===== src/rtl/mux_pkg.sv =====
// Shared encodings for the selector arbiter: FSM states and sel polarity.
package mux_pkg;

    typedef enum logic [1:0] {
        IDLE    = 2'd0,
        GRANT_A = 2'd1,
        GRANT_B = 2'd2
    } state_t;

    localparam logic SEL_A = 1'b1;
    localparam logic SEL_B = 1'b0;

endpackage


===== src/rtl/mux_sel_arbiter_if.sv =====
// Request/grant/handshake bundle between the requesters, the arbiter and the consumer of d.
interface mux_sel_arbiter_if #(
    parameter int unsigned CNT_W = 2
);
    logic             req_a;
    logic             req_b;
    logic             out_ready;
    logic             sel;
    logic             gnt_a;
    logic             gnt_b;
    logic             out_valid;
    logic [CNT_W-1:0] burst_cnt;

    modport master (
        input  req_a, req_b, out_ready,
        output sel, gnt_a, gnt_b, out_valid, burst_cnt
    );

    modport slave (
        output req_a, req_b, out_ready,
        input  sel, gnt_a, gnt_b, out_valid, burst_cnt
    );
endinterface


===== src/rtl/mux_sel_arbiter_rr_pick2.sv =====
// Combinational two-way round-robin picker; winner uses the SEL_A/SEL_B encoding.
module mux_sel_arbiter_rr_pick2
    import mux_pkg::*;
(
    input  logic req_a,
    input  logic req_b,
    input  logic last_grant,
    output logic any_req_c,
    output logic win_c
);

    assign any_req_c = req_a | req_b;

    // On a tie the side that did not hold the last grant wins.
    assign win_c = (req_a & req_b) ? ~last_grant
                 : (req_a ? SEL_A : SEL_B);

endmodule


===== src/rtl/mux_sel_arbiter.sv =====
// Round-robin, burst-locked arbiter driving sel of the 2:1 selector plus the downstream valid.
module mux_sel_arbiter
    import mux_pkg::*;
#(
    parameter int unsigned BURST_LEN = 4,
    parameter int unsigned CNT_W     = 2
) (
    input  logic               clk,
    input  logic               rst,
    mux_sel_arbiter_if.master  bus
);

    localparam logic [CNT_W-1:0] LAST_CNT = CNT_W'(BURST_LEN - 1);

    state_t           state;
    logic             last_grant;
    logic             sel_q;
    logic             gnt_a_q;
    logic             gnt_b_q;
    logic [CNT_W-1:0] cnt_q;

    logic pick_any_c;
    logic pick_win_c;
    logic own_side_c;
    logic own_req_c;
    logic other_req_c;
    logic xfer_c;
    logic release_c;

    mux_sel_arbiter_rr_pick2 u_pick (
        .req_a      (bus.req_a),
        .req_b      (bus.req_b),
        .last_grant (last_grant),
        .any_req_c  (pick_any_c),
        .win_c      (pick_win_c)
    );

    // Owner-relative view of the requests so both grant states share one release path.
    assign own_side_c  = (state == GRANT_A) ? SEL_A : SEL_B;
    assign own_req_c   = (state == GRANT_A) ? bus.req_a : bus.req_b;
    assign other_req_c = (state == GRANT_A) ? bus.req_b : bus.req_a;

    assign bus.out_valid = ((state == GRANT_A) & bus.req_a) | ((state == GRANT_B) & bus.req_b);
    assign xfer_c        = bus.out_valid & bus.out_ready;
    assign release_c     = (xfer_c && (cnt_q == LAST_CNT)) || !own_req_c;

    always_ff @(posedge clk) begin
        if (rst) begin
            state      <= IDLE;
            last_grant <= SEL_B;
            sel_q      <= SEL_B;
            gnt_a_q    <= 1'b0;
            gnt_b_q    <= 1'b0;
            cnt_q      <= '0;
        end else begin
            case (state)
                IDLE: begin
                    if (pick_any_c) begin
                        state   <= (pick_win_c == SEL_A) ? GRANT_A : GRANT_B;
                        sel_q   <= pick_win_c;
                        gnt_a_q <= (pick_win_c == SEL_A);
                        gnt_b_q <= (pick_win_c == SEL_B);
                        cnt_q   <= '0;
                    end
                end
                GRANT_A, GRANT_B: begin
                    if (release_c) begin
                        last_grant <= own_side_c;
                        cnt_q      <= '0;
                        if (other_req_c) begin
                            // Hand over directly, no idle bubble between bursts.
                            state   <= (own_side_c == SEL_A) ? GRANT_B : GRANT_A;
                            sel_q   <= ~own_side_c;
                            gnt_a_q <= (own_side_c == SEL_B);
                            gnt_b_q <= (own_side_c == SEL_A);
                        end else if (!own_req_c) begin
                            state   <= IDLE;
                            gnt_a_q <= 1'b0;
                            gnt_b_q <= 1'b0;
                        end
                    end else if (xfer_c) begin
                        cnt_q <= cnt_q + CNT_W'(1);
                    end
                end
                default: begin
                    state   <= IDLE;
                    gnt_a_q <= 1'b0;
                    gnt_b_q <= 1'b0;
                    cnt_q   <= '0;
                end
            endcase
        end
    end

    assign bus.sel       = sel_q;
    assign bus.gnt_a     = gnt_a_q;
    assign bus.gnt_b     = gnt_b_q;
    assign bus.burst_cnt = cnt_q;

endmodule


===== src/flat_wrapper.sv =====
// flat-port wrapper written by rule: the top's interface ports become plain ports
module mux_sel_arbiter_flat import mux_pkg::*;
#(
    parameter int unsigned BURST_LEN = 4,
    parameter int unsigned CNT_W     = 2
)
  (clk, rst, bus_req_a, bus_req_b, bus_out_ready, bus_sel, bus_gnt_a, bus_gnt_b, bus_out_valid, bus_burst_cnt);
  mux_sel_arbiter_if #(.CNT_W(CNT_W)) bus_i ();
  input  logic clk;
  input  logic rst;
  input wire logic [$bits(bus_i.req_a)-1:0] bus_req_a;
  input wire logic [$bits(bus_i.req_b)-1:0] bus_req_b;
  input wire logic [$bits(bus_i.out_ready)-1:0] bus_out_ready;
  output wire logic [$bits(bus_i.sel)-1:0] bus_sel;
  output wire logic [$bits(bus_i.gnt_a)-1:0] bus_gnt_a;
  output wire logic [$bits(bus_i.gnt_b)-1:0] bus_gnt_b;
  output wire logic [$bits(bus_i.out_valid)-1:0] bus_out_valid;
  output wire logic [$bits(bus_i.burst_cnt)-1:0] bus_burst_cnt;
  assign bus_i.req_a = bus_req_a;
  assign bus_i.req_b = bus_req_b;
  assign bus_i.out_ready = bus_out_ready;
  assign bus_sel = bus_i.sel;
  assign bus_gnt_a = bus_i.gnt_a;
  assign bus_gnt_b = bus_i.gnt_b;
  assign bus_out_valid = bus_i.out_valid;
  assign bus_burst_cnt = bus_i.burst_cnt;
  mux_sel_arbiter #(.BURST_LEN(BURST_LEN), .CNT_W(CNT_W)) u_core (.clk(clk), .rst(rst), .bus(bus_i));
endmodule

===== config.mk =====
export PLATFORM = sky130hd
export DESIGN_NAME = mux_sel_arbiter_flat
export DESIGN_NICKNAME = d
export VERILOG_FILES = /design/src/rtl/mux_pkg.sv /design/src/rtl/mux_sel_arbiter_if.sv /design/src/rtl/mux_sel_arbiter_rr_pick2.sv /design/src/rtl/mux_sel_arbiter.sv /design/src/flat_wrapper.sv
export SDC_FILE = /design/constraint.sdc
export NUM_CORES = 1
export LEC_CHECK = 0
export BUFFER_PORTS_ARGS = -buffer_cell sky130_fd_sc_hd__buf_2
export CAP_MARGIN = 25
export CORE_AREA = 3 3 40 42
export CTS_CLUSTER_SIZE = 28
export DETAILED_ROUTE_END_ITERATION = 6
export DIE_AREA = 0 0 43 45
export PLACE_DENSITY = 0.7
export SKIP_CTS_REPAIR_TIMING = 1
export SLEW_MARGIN = 20
export SYNTH_ARGS = -nofsm -noshare
export SYNTH_HDL_FRONTEND = slang
export SYNTH_SLANG_ARGS = --single-unit

===== constraint.sdc =====
create_clock -name clk -period 3.38 [get_ports clk]
set_input_delay 0.676 -clock clk [delete_from_list [all_inputs] [get_ports clk]]
set_output_delay 0.676 -clock clk [all_outputs]
set_load 0.02 [all_outputs]

Word level (Yosys, flattened, before mapping):

Index checks and enable logic that the tools add are counted.

* flip-flop bits (word level): 8
* input bits: 5
* output and inout bits: 6

* $add $sub $neg: 1
* equality and inequality tests: 8
* multiplexer cells: 28
* bitwise gates (word level): 9
* reduce and logical (&&, ||, !) cells: 10

Operators with widths (number)
* 2-to-1 mux 2 bit: 9
* 2-to-1 mux 1 bit: 14
* case mux 2 bit (2 select lines): 2
* inequality test 2 x 1 -> 1 bit, second input constant: 3
* case mux 1 bit (2 select lines): 3
* AND 1 bit: 4
* equality test 2 bit, second input constant: 2
* AND reduction 2 bit: 2
* AND reduction 4 bit: 1
* inequality test 3 x 1 -> 1 bit, second input constant: 1
* inequality test 3 bit, second input constant: 1
* NOT 1 bit: 3
* AND reduction 3 bit: 1
* adder 2 x 1 -> 2 bit, second input constant: 1
* equality test 2 x 1 -> 1 bit, second input constant: 1
* zero test 2 bit: 1
* OR 1 bit: 2
* nonzero test 2 bit: 1
* OR reduction 2 bit: 1
* logical AND 1 bit: 1
* zero test 1 bit: 1
* logical OR 1 bit: 1

Depth between registers and ports, before layout:

* depth after elaboration: 8
* mapped depth: 7
* depth with buffers taken out: 6

By module:

From an unflattened synthesis, not the netlist that was laid out.

* cells, all modules: 62
* area, all modules: 528.0 sq um

By module, submodules not included
* mux_sel_arbiter: instances 1, cells each 60, area an instance 514.2 sq um, seq. area each 120.1 sq um
* mux_sel_arbiter_rr_pick2: instances 1, cells each 2, area an instance 13.8 sq um, seq. area each 0.0 sq um

Worst setup path after synthesis:

OpenSTA, ideal clock, no wires.

* kind: register to register
* start: reg u_core.state[1]
* end: reg u_core.state[1]
* library setup time: 0.070 ns
* arrival time: 1.852 ns
* required time: 3.310 ns
* slack: 1.458 ns
* stages on the path, launching flop included: 7
* buffers on the path: 0
* period minus slack after synthesis: 1.922 ns
* cell sequence: dfxtp_1 > inv_1 > ha_1 > and3b_1 > o21a_1 > or4_1 > a21oi_1

* longest elaborated chain between the ends: 8
* elaborated cells between the ends (all ways): 22
* classes of those cells: eq/ne: 5; mux: 7; bitwise: 4; reduce/logical: 6

RTL lines
* from (decl): RTL line mux_sel_arbiter.sv:15 `state_t state;`
* from (signal assigned): RTL line mux_sel_arbiter.sv:59 `state <= (pick_win_c == SEL_A) ? GRANT_A : GRANT_B;`
* from (signal assigned): RTL line mux_sel_arbiter.sv:72 `state <= (own_side_c == SEL_A) ? GRANT_B : GRANT_A;`
* equality test 2 x 1 -> 1 bit / equality test 2 bit (equally long branches)
* AND 1 bit: RTL line mux_sel_arbiter.sv:43 `assign bus.out_valid = ((state == GRANT_A) & bus.req_a) | ((state == GRANT_B) & bus.req_b);`
* OR 1 bit: RTL line mux_sel_arbiter.sv:43
* AND 1 bit: RTL line mux_sel_arbiter.sv:44 `assign xfer_c = bus.out_valid & bus.out_ready;`
* logical AND 1 bit: RTL line mux_sel_arbiter.sv:45 `assign release_c = (xfer_c && (cnt_q == LAST_CNT)) || !own_req_c;`
* logical OR 1 bit: RTL line mux_sel_arbiter.sv:45
* inequality test 2 x 1 -> 1 bit (no source line)
* AND reduction 3 bit (no source line)

Several ways; a longest one is shown, not always the timed one. The select of a mux whose other input is x is not followed.
A chain may end at the register's enable or synchronous reset.

Worst setup path in the final report:

* start: reg u_core.state[1]
* end: out bus_out_valid

* longest elaborated chain between the ends: 3
* elaborated cells between the ends (all ways): 5
* classes of those cells: eq/ne: 2; bitwise: 3

RTL lines
* equality test 2 x 1 -> 1 bit / equality test 2 bit (equally long branches): RTL line mux_sel_arbiter.sv:43
* AND 1 bit: RTL line mux_sel_arbiter.sv:43
* OR 1 bit *: RTL line mux_sel_arbiter.sv:43
* to (decl): RTL line flat_wrapper.sv:17 `output wire logic [$bits(bus_i.out_valid)-1:0] bus_out_valid;`

Mark *: on every way between the ends. The rest lies on a longest branch, timed or not.

==> reports/qor.txt <==
min-delay src: u_core.bus.sel
CP peak stage delay: 0.40 ns
starting density of the core: 38.2%
Final min period: 2.18 ns
Worst Hold Depth: 2
pin count of the biggest net entering global routing: 12
critical path class: reg2out
hpwl dp: 848 um
Worst-Skew Late Latency: 0.24 ns
worst slew pin tran: 0.433 ns
GRT Total Usage: 12.3%
distinct cell type count after synthesis: 33
critical path's top delay family: flip-flops
global-route wire length before repair: 1790 um
# clock sinks: 6
CTS Buf Count: 3
initial antenna violation count: 0
Row Count: 13
Hold Path Class: reg2reg
syn_area_per_cell: 8.76 um^2
Final Hold Viols: 0
Fill cells: 131
Vias/cell: 5.66
PortBufs: 10
Overflow after GRT: 0
footprint of the multi-input gates: 340 um^2
Area Overhead vs Synth: 16.3%
Reg2Reg Setup Slack: 1.43 ns
Die Y: 45 um
CP max FO: 11
Max-Cap Viols: 0
routed wire length: 1090 um
Worst Hold Endpoint: u_core.bus.sel
Final period util: 64.5%
die area: 1940 um^2
CTS Root Cell: clkbuf_4
routed length per instance: 13.1 um
Tot Pwr: 320 uW
FF+latch count, synth: 6
# diodes: 0
H-tree depth: 1
RR Startpoint: u_core.state[1]
worst vdd ir: 0.000159 V
Initial DRC Count: 9
Core ar.: 1280 um^2
DRC viols: 0
total negative slack: 0 ns
Top-Level Pins: 11
Seq. cell area: 120 um^2
synthesized cell area: 490 um^2
Antenna Nets Post-Route: 0
Setup violations, final: 0
total number of vias: 470
vias in the first global route: 455
Max-slew headroom: 71.0%
nets@finish: 80
crit path cell chain: inv_1 -> ha_1 -> a22o_2 -> buf_2
Longest Clk Path Bufs: 2
Register-to-Register Path Depth: 6
critical path startpoint category: register
drt first pass iters: 4
clk slew on worst S/H paths: 0.05 ns
status: finished, final reports clean
CTS tree: done
sequential share of the synthesized area: 24.5%
achievable frequency: 459 MHz
pwr dens: 561 nW/um^2
Pleak: 0.000262 uW
required time of the critical path: 2.70 ns
Worst Skew: 0.00122 ns
CP bufs+invs: 2
Synth Instances: 56
Final Wtd Congestion: 0.785
Critical Path Slowest Stage Cell: dfxtp_1
crit path DAT: 1.50 ns
Syn. warnings: 0
Setup crit end kind: output port
fin. max-slew vios: 0
layout cells sized above 1: 26.5%
Synthesized Nets: 66
RSZ-0062 raised after global routing: false
Die W: 43 um
Worst R2R End: u_core.state[1]
-- kinds of logic after synthesis --
kind of cell,synth area share (%)
multiplexers,4.34
buffers and inverters,6.12
flip-flops,24.5
adder cells (fa/ha/maj),12.8
AND/OR/NAND/NOR,20.4
AO/OA/AOI/OAI,31.9
-- stage by stage --
step	cells	setup slack [ns]	cell area, um^2	utilization [%]	hold slack, ns
after floorplan	56	1.46	490	-	0.484
after global placement	80	1.44	548	42.6	0.450
after detailed placement	80	1.41	548	42.6	0.460
after CTS	83	1.20	571	44.4	0.467
after global routing	83	1.11	571	44.4	0.479
final	83	1.20	571	44.4	0.459
-- Yosys cell counts --
cell type	instances	share of area [%]
a211o_1	1	1.8
a21boi_0	1	1.5
a21boi_1	1	1.5
a21oi_1	3	3.1
a221o_1	1	2.0
a221oi_1	2	3.6
a221oi_2	1	3.1
a22o_1	2	3.6
a22o_2	1	2.0
a311o_1	1	2.0
a32oi_1	1	1.8
and2b_1	1	1.5
and3_2	1	1.5
and3b_1	1	1.8
buf_6	1	2.3
dfxtp_1	6	24
ha_1	5	13
inv_1	5	3.8
mux2_2	1	2.3
mux2i_1	1	2.0
nand2_1	3	2.3
nand2b_1	1	1.3
nand3_1	1	1.0
nor2_1	4	3.1
nor2b_1	1	1.3
nor3_1	1	1.0
o21a_1	1	1.5
o21ai_0	1	1.0
o31ai_1	1	1.5
o32ai_1	1	1.8
or2_2	1	1.3
or3_1	1	1.3
or4_1	2	3.1
-- layout by cell type (no fill, tap or decap), types with 2 or more instances in the layout --
cell type  instances
a221oi_1           2
ha_1               5
buf_2             10
a22o_1             2
a21oi_1            3
nand2_1            3
or4_1              2
nor2_1             4
clkbuf_4           3
dfxtp_1            6
inv_1              5
-- worst max path at each step --
stage / cells after the start / to / from / slack (ns)
after floorplan: 6 / u_core.state[1] / u_core.state[1] / 1.46
after CTS: 4 / bus_out_valid / u_core.state[1] / 1.20
after global placement: 5 / u_core.bus.sel / bus_req_b / 1.44
final: 4 / bus_out_valid / u_core.state[1] / 1.20
after global routing: 4 / bus_out_valid / u_core.state[1] / 1.11
after detailed placement: 5 / u_core.bus.sel / bus_req_b / 1.41
-- final cells by class --
class / count / area share (%)
repair buffers: 10 / 8.77
clock buffers: 3 / 3.95
multi-input cells: 44 / 59.6
flip-flops and latches: 6 / 21.1
inverters: 5 / 3.29
well taps: 15 / 3.29
-- registers in the layout, summed over array words and instances, names as in the netlist --
name / flops
u_core.last_grant: 1
u_core.bus.gnt_a: 1
u_core.state: 1
u_core.bus.burst_cnt: 2
u_core.bus.sel: 1
-- routing by layer --
metal / wire length (um) / part of all wire [%] / vias up / track usage [%]
li1: - / - / 238 / -
met1: 496 / 46 / 225 / 14.2
met2: 564 / 52 / 7 / 20.1
met3: 26 / 2.4 / 0 / 2.79
met4: 0 / 0 / 0 / 9.04
met5: 0 / 0 / - / 0
-- report_power, final --
| group | total (uW) | switching (uW) | internal, uW |
|---|---|---|---|
| Sequential | 90.5 | 8.42 | 82.1 |
| Combinational | 164 | 95.2 | 68.4 |
| Clock | 66.1 | 25.9 | 40.2 |
-- worst reg2reg max path: stages (launching register included) --
cell and delay, ns:
dfxtp_1 0.40, inv_1 0.09, ha_1 0.39, and3b_1 0.24, o21a_1 0.14, or4_1 0.51
a21oi_1 0.13
Note: power is estimated with default switching activity, not from simulation.
